--- src/rtl/seg7_display.sv ---
// seg7_display -- memory-mapped 8-digit seven-segment display controller.
//
// Accepts 16-bit I/O writes, builds a 32-bit value and a 16-bit control word,
// and shows the value either as hex nibbles or as decimal digits. Decimal
// digits come from a sequential double-dabble engine. Digits are
// time-multiplexed onto active-low anodes and segments.
//
// Ports:
//   clock      cpu clock
//   rst        async reset, active low
//   segcs      chip select
//   segwrite   write strobe
//   segaddr    00 value[15:0], 10 value[31:16], 01 control, 11 ignored
//   seg_wdata  write data
//   seg_busy   BCD conversion in progress
//   seg_en     digit anodes, active low, bit 0 = rightmost digit
//   seg_out    segments {dp,g,f,e,d,c,b,a}, active low
module seg7_display #(
   parameter int SCAN_DIV = 50000
) (
   input  logic        clock,
   input  logic        rst,
   input  logic        segcs,
   input  logic        segwrite,
   input  logic [1:0]  segaddr,
   input  logic [15:0] seg_wdata,
   output logic        seg_busy,
   output logic [7:0]  seg_en,
   output logic [7:0]  seg_out
);
   localparam int NUM_DIG = 8;
   localparam int BCD_DIG = 10;
   localparam int DIV_W   = $clog2(SCAN_DIV);

   typedef enum logic [1:0] {S_IDLE, S_SHIFT, S_DONE} state_t;

   logic [31:0]               value, value_nxt;
   logic [15:0]               ctrl, ctrl_nxt;
   logic                      wr_ev, start_q, hex_q, dec_load;
   state_t                    state, state_nxt;
   logic [4:0]                cnt;
   logic [31:0]               bin;
   logic [4*BCD_DIG-1:0]      bcd, bcd_adj;
   logic                      over;
   logic [NUM_DIG-1:0][3:0]   dig;
   logic [NUM_DIG-1:0]        dash;
   logic [DIV_W-1:0]          div;
   logic [2:0]                idx, idx_nxt;
   logic                      div_tc;
   logic [NUM_DIG-1:0]        zero_above;
   logic                      run, blank;
   logic [7:0]                code;
   logic [7:0]                dp_mask;

   // ---------------- register writes ----------------
   assign wr_ev = segcs & segwrite & (segaddr != 2'b11);

   always_comb begin
      value_nxt = value;
      ctrl_nxt  = ctrl;
      if (wr_ev) begin
         case (segaddr)
            2'b00:   value_nxt[15:0]  = seg_wdata;
            2'b10:   value_nxt[31:16] = seg_wdata;
            2'b01:   ctrl_nxt         = seg_wdata;
            default: ;
         endcase
      end
   end

   // start_q / hex_q act one cycle after the write, once value/ctrl hold the
   // freshly written contents.
   always_ff @(posedge clock or negedge rst) begin
      if (!rst) begin
         value   <= '0;
         ctrl    <= '0;
         start_q <= 1'b0;
         hex_q   <= 1'b0;
      end else begin
         value   <= value_nxt;
         ctrl    <= ctrl_nxt;
         start_q <= wr_ev &  ctrl_nxt[0];
         hex_q   <= wr_ev & ~ctrl_nxt[0];
      end
   end

   // ---------------- double-dabble FSM ----------------
   always_ff @(posedge clock or negedge rst) begin
      if (!rst) state <= S_IDLE;
      else      state <= state_nxt;
   end

   // A hex write aborts outright; a pending decimal start restarts from any
   // state. A write landing while in DONE holds DONE (no load) so busy stays
   // high until the restart takes over on the next edge.
   always_comb begin
      state_nxt = state;
      dec_load  = 1'b0;
      if (wr_ev && !ctrl_nxt[0]) begin
         state_nxt = S_IDLE;
      end else if (start_q) begin
         state_nxt = S_SHIFT;
      end else begin
         case (state)
            S_SHIFT: if (cnt == 5'd31) state_nxt = S_DONE;
            S_DONE: begin
               if (!wr_ev) begin
                  state_nxt = S_IDLE;
                  dec_load  = 1'b1;
               end
            end
            default: ;
         endcase
      end
   end

   assign seg_busy = (state != S_IDLE);

   for (genvar g = 0; g < BCD_DIG; g++) begin : g_adj
      assign bcd_adj[4*g +: 4] = (bcd[4*g +: 4] >= 4'd5) ? bcd[4*g +: 4] + 4'd3
                                                          : bcd[4*g +: 4];
   end

   always_ff @(posedge clock or negedge rst) begin
      if (!rst) begin
         bin  <= '0;
         bcd  <= '0;
         cnt  <= '0;
         over <= 1'b0;
      end else if (start_q) begin
         bin  <= value;
         bcd  <= '0;
         cnt  <= '0;
         over <= (value > 32'd99_999_999);
      end else if (state == S_SHIFT) begin
         {bcd, bin} <= {bcd_adj[4*BCD_DIG-2:0], bin, 1'b0};
         cnt        <= cnt + 5'd1;
      end
   end

   // ---------------- display register ----------------
   always_ff @(posedge clock or negedge rst) begin
      if (!rst) begin
         dig  <= '0;
         dash <= '0;
      end else if (hex_q) begin
         dig  <= value;
         dash <= '0;
      end else if (dec_load) begin
         dig  <= bcd[31:0];
         dash <= {NUM_DIG{over}};
      end
   end

   // ---------------- scan ----------------
   assign div_tc  = (div == DIV_W'(SCAN_DIV - 1));
   assign idx_nxt = div_tc ? idx + 3'd1 : idx;

   always_ff @(posedge clock or negedge rst) begin
      if (!rst) begin
         div <= '0;
         idx <= '0;
      end else begin
         div <= div_tc ? '0 : div + DIV_W'(1);
         idx <= idx_nxt;
      end
   end

   assign seg_en = ~(8'b1 << idx);

   function automatic logic [7:0] seg_code(input logic [3:0] d);
      case (d)
         4'h0: seg_code = 8'hC0;  4'h1: seg_code = 8'hF9;
         4'h2: seg_code = 8'hA4;  4'h3: seg_code = 8'hB0;
         4'h4: seg_code = 8'h99;  4'h5: seg_code = 8'h92;
         4'h6: seg_code = 8'h82;  4'h7: seg_code = 8'hF8;
         4'h8: seg_code = 8'h80;  4'h9: seg_code = 8'h90;
         4'hA: seg_code = 8'h88;  4'hB: seg_code = 8'h83;
         4'hC: seg_code = 8'hC6;  4'hD: seg_code = 8'hA1;
         4'hE: seg_code = 8'h86;  default: seg_code = 8'h8E;
      endcase
   endfunction

   // zero_above[i]: digits i..7 are all zero (and none is a dash).
   always_comb begin
      zero_above = '0;
      run        = 1'b1;
      for (int i = NUM_DIG - 1; i >= 0; i--) begin
         run           = run & (dig[i] == 4'd0) & ~dash[i];
         zero_above[i] = run;
      end
   end

   // Decode the digit that will be lit next cycle so seg_out lines up with
   // seg_en.
   assign dp_mask = ctrl[15:8];
   assign blank   = ctrl[1] && (idx_nxt != 3'd0) && zero_above[idx_nxt];

   always_comb begin
      code = seg_code(dig[idx_nxt]);
      if (dash[idx_nxt])  code = 8'hBF;
      else if (blank)     code = 8'hFF;
      if (dp_mask[idx_nxt]) code[7] = 1'b0;
   end

   always_ff @(posedge clock or negedge rst) begin
      if (!rst) seg_out <= 8'hC0;
      else      seg_out <= code;
   end

endmodule
--- config.mk ---
export PLATFORM = sky130hd
export DESIGN_NAME = seg7_display
export DESIGN_NICKNAME = d
export VERILOG_FILES = /design/src/rtl/seg7_display.sv
export SDC_FILE = /design/constraint.sdc
export NUM_CORES = 1
export LEC_CHECK = 0
export ABC_AREA = 1
export CAP_MARGIN = 20
export CORE_ASPECT_RATIO = 2
export CORE_MARGIN = 2
export CORE_UTILIZATION = 55
export DETAILED_ROUTE_END_ITERATION = 10
export DONT_BUFFER_PORTS = 1
export MAX_ROUTING_LAYER = met4
export PLACE_DENSITY = 0.82
export SKIP_CTS_REPAIR_TIMING = 1
export SLEW_MARGIN = 25
export SYNTH_ARGS = -nofsm -noshare
export SYNTH_HDL_FRONTEND = slang
export SYNTH_SLANG_ARGS = --single-unit
--- constraint.sdc ---
create_clock -name clock -period 3.2 [get_ports clock]
set_input_delay 0.64 -clock clock [delete_from_list [all_inputs] [get_ports clock]]
set_output_delay 0.64 -clock clock [all_outputs]
set_load 0.01 [all_outputs]
Word level (Yosys, flattened, before mapping)
Memories as Yosys holds them, arrays and structs flattened.
Cells that the tools add are included.
{"block": "totals", "register_bits": 197, "romBits": 112, "n_memories": 1}
{"block": "classes", "add_sub_neg": 13, "order_cmp": 12, "eq_ne": 9, "shifts": 1, "n_mux": 44, "bitwise": 29, "n_reduce_logical": 22}
{"memory": "(name not given)", "words": 16, "word_bits": 7, "rd": 1, "rd_ports_with_merged_regs": 0, "write_ports": 0, "line": "172", "text": "case (d)"}
{"op": "$mux W32", "n": 4}
{"op": "$mux W40", "n": 2}
{"op": "$ge A4 B3 Y1 const B", "n": 10}
{"op": "$mux W4", "n": 10}
{"op": "$add A4 B2 Y4 const B", "n": 9}
{"op": "$gt A32 B27 Y1 const B", "n": 1}
{"op": "$logic_not A4 Y1", "n": 8}
{"op": "$mux W8", "n": 4}
{"op": "$and A1 B1 Y1", "n": 19}
{"op": "$add A16 B1 Y16 const B", "n": 1}
{"op": "$eq A16 B16 Y1 const B", "n": 1}
{"op": "$mux W16", "n": 1}
{"op": "$bmux W4 S3", "n": 1}
{"op": "$mux W1", "n": 10}
{"op": "$mux W5", "n": 2}
{"op": "$bmux W1 S3", "n": 3}
{"op": "$not A1 Y1", "n": 9}
{"op": "$mux W2", "n": 4}
{"op": "$ne A4 B4 Y1 const B", "n": 2}
{"op": "$not A8 Y8", "n": 1}
{"op": "$shl A1 B3 Y8 const A", "n": 1}
{"op": "$mux W3", "n": 2}
{"op": "$reduce_and A2 Y1", "n": 3}
{"op": "$reduce_bool A2 Y1", "n": 3}
{"op": "other kinds (15)", "n": 19}

Longest topological paths before layout
{"block": "depth", "depth_word": 22, "ltp_mapped": 18, "mapped_depth_nobuf": 17}

Worst setup path after synthesis
OpenSTA, ideal clock, no wires.
{"block": "synth_path", "path_kind": "reg2reg", "from": "reg div[0]", "to": "reg seg_out[1]", "setup_ns": 0.119, "arrival_time_ns": 2.171, "required_ns": 3.081, "slack_ns": 0.911, "path_stages_with_launch": 15, "path_buffers": 1, "period_less_slack_ns": 2.289, "cell_sequence": "dfrtp_1 > ha_1 > nand3_2 > nor2_4 > nand2_4 > o21ai_2 > buf_4 > o211ai_2 > nand3_1 > nand2_1 > ha_1 > nand2_2 > nor2_1 > nor2_1 > nand2_1"}
{"block": "synth_via", "elab_chain_cells": 7, "elab_cells_between_ends": 14}
{"item": "from (decl)", "line": "47", "text": "logic [DIV_W-1:0] div;"}
{"item": "from (signal assigned)", "line": "164", "text": "div <= div_tc ? '0 : div + DIV_W'(1);"}
{"item": "$eq A16 B16 Y1 (*)", "line": "156", "text": "assign div_tc = (div == DIV_W'(SCAN_DIV - 1));"}
{"item": "$mux W3 (*)", "line": "157", "text": "assign idx_nxt = div_tc ? idx + 3'd1 : idx;"}
{"item": "$bmux W4 S3, or another cell as far along", "line": "200", "text": "code = seg_code(dig[idx_nxt]);"}
{"item": "$mux W4 (implied by the code), or another cell as far along", "line": "200"}
{"item": "$mem_v2 Z16 W7 or $logic_and A1 B1 Y1 (tied branches)"}
{"item": "$mux W8", "line": "202", "text": "else if (blank) code = 8'hFF;"}
{"item": "$mux W8 (*)", "line": "201", "text": "if (dash[idx_nxt]) code = 8'hBF;"}
{"item": "via code[1]", "line": "52", "text": "logic [7:0] code;"}
{"item": "to (signal assigned)", "line": "208", "text": "else seg_out <= code;"}
{"item": "to (decl)", "line": "29", "text": "output logic [7:0] seg_out"}
The timed path passes the listed nets; every way through them passes the cells marked *. The select of a mux whose other input is x is not followed.
A chain may end at the register's enable or synchronous reset.

Worst setup path after layout
{"block": "layout_path", "from": "reg div[0]", "to": "reg seg_out[6]"}
The elaborated chain is that of the path after synthesis.

==> flow_summary.yaml <==
outcome:
  status: "complete, but fails checks"
  violations: "negative hold slack"
layout:
  final_common_cell: "sky130_fd_sc_hd__nand2_1"
  post_route_cells_drive_above_1_share: 0.0833
  antenna_cells: 0
  layout-area-overhead-vs-synth_pct: 7.87
  most-common-layout-cells: "sky130_fd_sc_hd__nand2_1 (242), sky130_fd_sc_hd__dfrtp_1 (174), sky130_fd_sc_hd__inv_1 (134)"
  finalInstanceArea_sq_um: 9800
  multi_input_comb_area_sq_um: 3950
  layout.filler_cells: 1415
  finalNetCount: 1123
  seq_area_sq_um: 4410
timing:
  fin_crit_ns: 2.75
  timing_max_transition_violations_final: 0
  clock.fmax_mhz: 364
  max-slew-margin-rel: 0.428
  setup-tns-final_ns: 0
  rsz0062_at_grt: "false"
  final-setup-viol-count: 0
  whs_ns: -0.110
  worstMarginPinSlew_ns: 0.856
  skew_ns: 0.0131
  layout_worst_path_cycle_share: 0.859
  final_hold_viol_count: 169
die:
  die_width_um: 94.9
  standard_cell_core_area_sq_um: 16200
  die_h_um: 186
  io_pins: 39
  floorplan.initialDensity: 0.562
  placementRows: 66
  floorplan.die_area_sq_um: 17600
critical_path:
  worst-setup-path-type: "register to register"
  critPathMaxFanout: 13
  cp_endpoint_kind: "register"
  required_ns: 3.58
  critPathArrivalTime_ns: 3.13
  crit_path_start_kind: "register"
global_routing:
  maximum_number_of_pins_on_one_net_before_global_route_repair: 177
  antenna_violations_before_repair: 0
  number_of_global_route_vias_before_repair: 7337
  gr-total-overflow: 0
  grt_use_total: 0.293
  grt_pass1_wl_um: 37300
synthesis:
  synthCells: 1083
  mappedNetlistArea_sq_um: 9090
  synth_seq_area_share: 0.485
  netlist-cell-type-count: 47
  yosys_warnings: 0
  post_synth.cell_area_avg_sq_um: 8.39
  mappedNetlistNets: 1139
  synth-seq-cells: 176
clock_network:
  clk_latency_ns: 0.44
  clkSinkCount: 176
  cts_max_level: 4
  ctsRootBufferMaster: "sky130_fd_sc_hd__clkbuf_16"
  cts_tree: "yes"
  cts_max_path_buffers: 2
  cts_buffers: 17
  clk_transition_reported_paths_ns: 0.07
power:
  ir_worst_vdd_mv: 0.414
  power.density_nw_per_um2: 684
  leakagePower_uw: 0.00474
place:
  gp_congestion: 0.952
  buffer_ports.inserted: 0
  detailedPlacementHpwl_um: 16900
  detailed_place.area_sq_um: 9230
routing:
  detail_route.iter0.violations: 625
  wirelength_um: 23600
  avgViaCountPerCell: 5.87
  remaining_drc_errors: 0
  dr.pass1.iters: 6
  detailroute.via_count: 7538
  drt.antenna.violating_nets: 0
  detail_route.wl_per_cell_um: 18.3
run:
  drv_cap: 0
min_path:
  min-delay-path-class: "primary input to asynchronous set/reset pin"
[layout make-up]
class | count | share of cell area
clock buffers | 17 | 0.0434
clock inverters | 15 | 0.0149
inverters | 144 | 0.0562
multi-input cells | 719 | 0.403
flip-flops and latches | 176 | 0.449
well taps | 204 | 0.0260
repair buffers | 9 | 0.00689
[registers in the layout, summed over array words and instances, names as in the netlist, 2 cells and up]
register,cells
dig,32
state,2
bin,32
idx,3
seg_out,8
value,32
ctrl,10
bcd,32
div,16
cnt,5
[cells by family after synthesis]
group,count (synthesis),share of synthesized area
xor+xnor,17,0.0164
compound gates,261,0.169
flops,176,0.485
buf+inv,188,0.0823
fa+ha+maj,34,0.0468
simple gates,407,0.200
[power breakdown]
part           switching, uW  internal (uW)  leakage, uW  total, uW
combinational           1030            540      0.00219       1570
clock                    986           1030     0.000279       2020
sequential               376           2740      0.00227       3110
[metrics by stage]
| step | total power (uW) | std cells | hold WS (ns) | setup WS (ns) | util |
|---|---|---|---|---|---|
| after floorplan | 4200 | 1083 | 0.344 | 0.911 | - |
| after global placement | 4630 | 1252 | 0.355 | 0.562 | 0.570 |
| after detailed placement | 4680 | 1252 | 0.354 | 0.479 | 0.570 |
| after CTS | 6710 | 1284 | -0.107 | 0.454 | 0.606 |
| after global routing | 7080 | 1284 | -0.110 | 0.107 | 0.606 |
| final | 6700 | 1284 | -0.110 | 0.452 | 0.606 |
[Yosys cell counts (all sizes together)]
cell type,number,share of area
a211oi,2,0.0017
a21oi,43,0.024
a22o,2,0.0019
a22oi,13,0.011
a31o,1,0.00096
a31oi,5,0.0034
buf,8,0.0069
clkbuf,36,0.015
clkinv,4,0.0022
dfrtp,174,0.48
dfstp,2,0.0058
ha,34,0.047
inv,140,0.058
nand2,258,0.12
nand3,62,0.038
nand3b,2,0.0017
nand4,11,0.0076
nor2,63,0.030
nor3,6,0.0033
nor4,3,0.0021
o211ai,41,0.036
o21ai,130,0.073
o221a,1,0.0012
o22ai,19,0.013
o31ai,2,0.0017
o32ai,2,0.0019
or2,2,0.0014
xor2,17,0.016
[worst max-delay path, cell delays in order, from the launching register on]
cell                      delay (ns)
sky130_fd_sc_hd__dfrtp_1        0.40
sky130_fd_sc_hd__ha_1           0.22
sky130_fd_sc_hd__nand3_2        0.15
sky130_fd_sc_hd__nor2_4         0.20
sky130_fd_sc_hd__nand2_4        0.14
sky130_fd_sc_hd__o21ai_2        0.48
sky130_fd_sc_hd__nand3_1        0.15
sky130_fd_sc_hd__nand3_1        0.14
sky130_fd_sc_hd__nand2_2        0.11
sky130_fd_sc_hd__inv_1          0.12
sky130_fd_sc_hd__ha_1           0.17
sky130_fd_sc_hd__nand3_1        0.13
sky130_fd_sc_hd__nand2_1        0.10
sky130_fd_sc_hd__nand2_1        0.06
sky130_fd_sc_hd__a21oi_2        0.11
[metal layers]
metal	wire [um]	GRT usage
met5	0	-
met4	2630	0.272
met3	994	0.0466
met2	12200	0.487
met1	7700	0.282
[final timing paths]
path / startpoint / to / slack, ns / depth (start not counted)
setup / recovery: div[0] / seg_out[6] / 0.45 / 14
hold / removal: rst / bcd[21] / -0.11 / 0
setup reg to reg: div[0] / seg_out[6] / 0.45 / 14
hold reg to reg: dash[6] / seg_out[6] / 0.40 / 1
max in group asynchronous: rst / seg_out[6] / 2.86 / 0
min in group clock: seg_wdata[7] / value[23] / 0.36 / 2
Power figures use the tool's default switching activity.
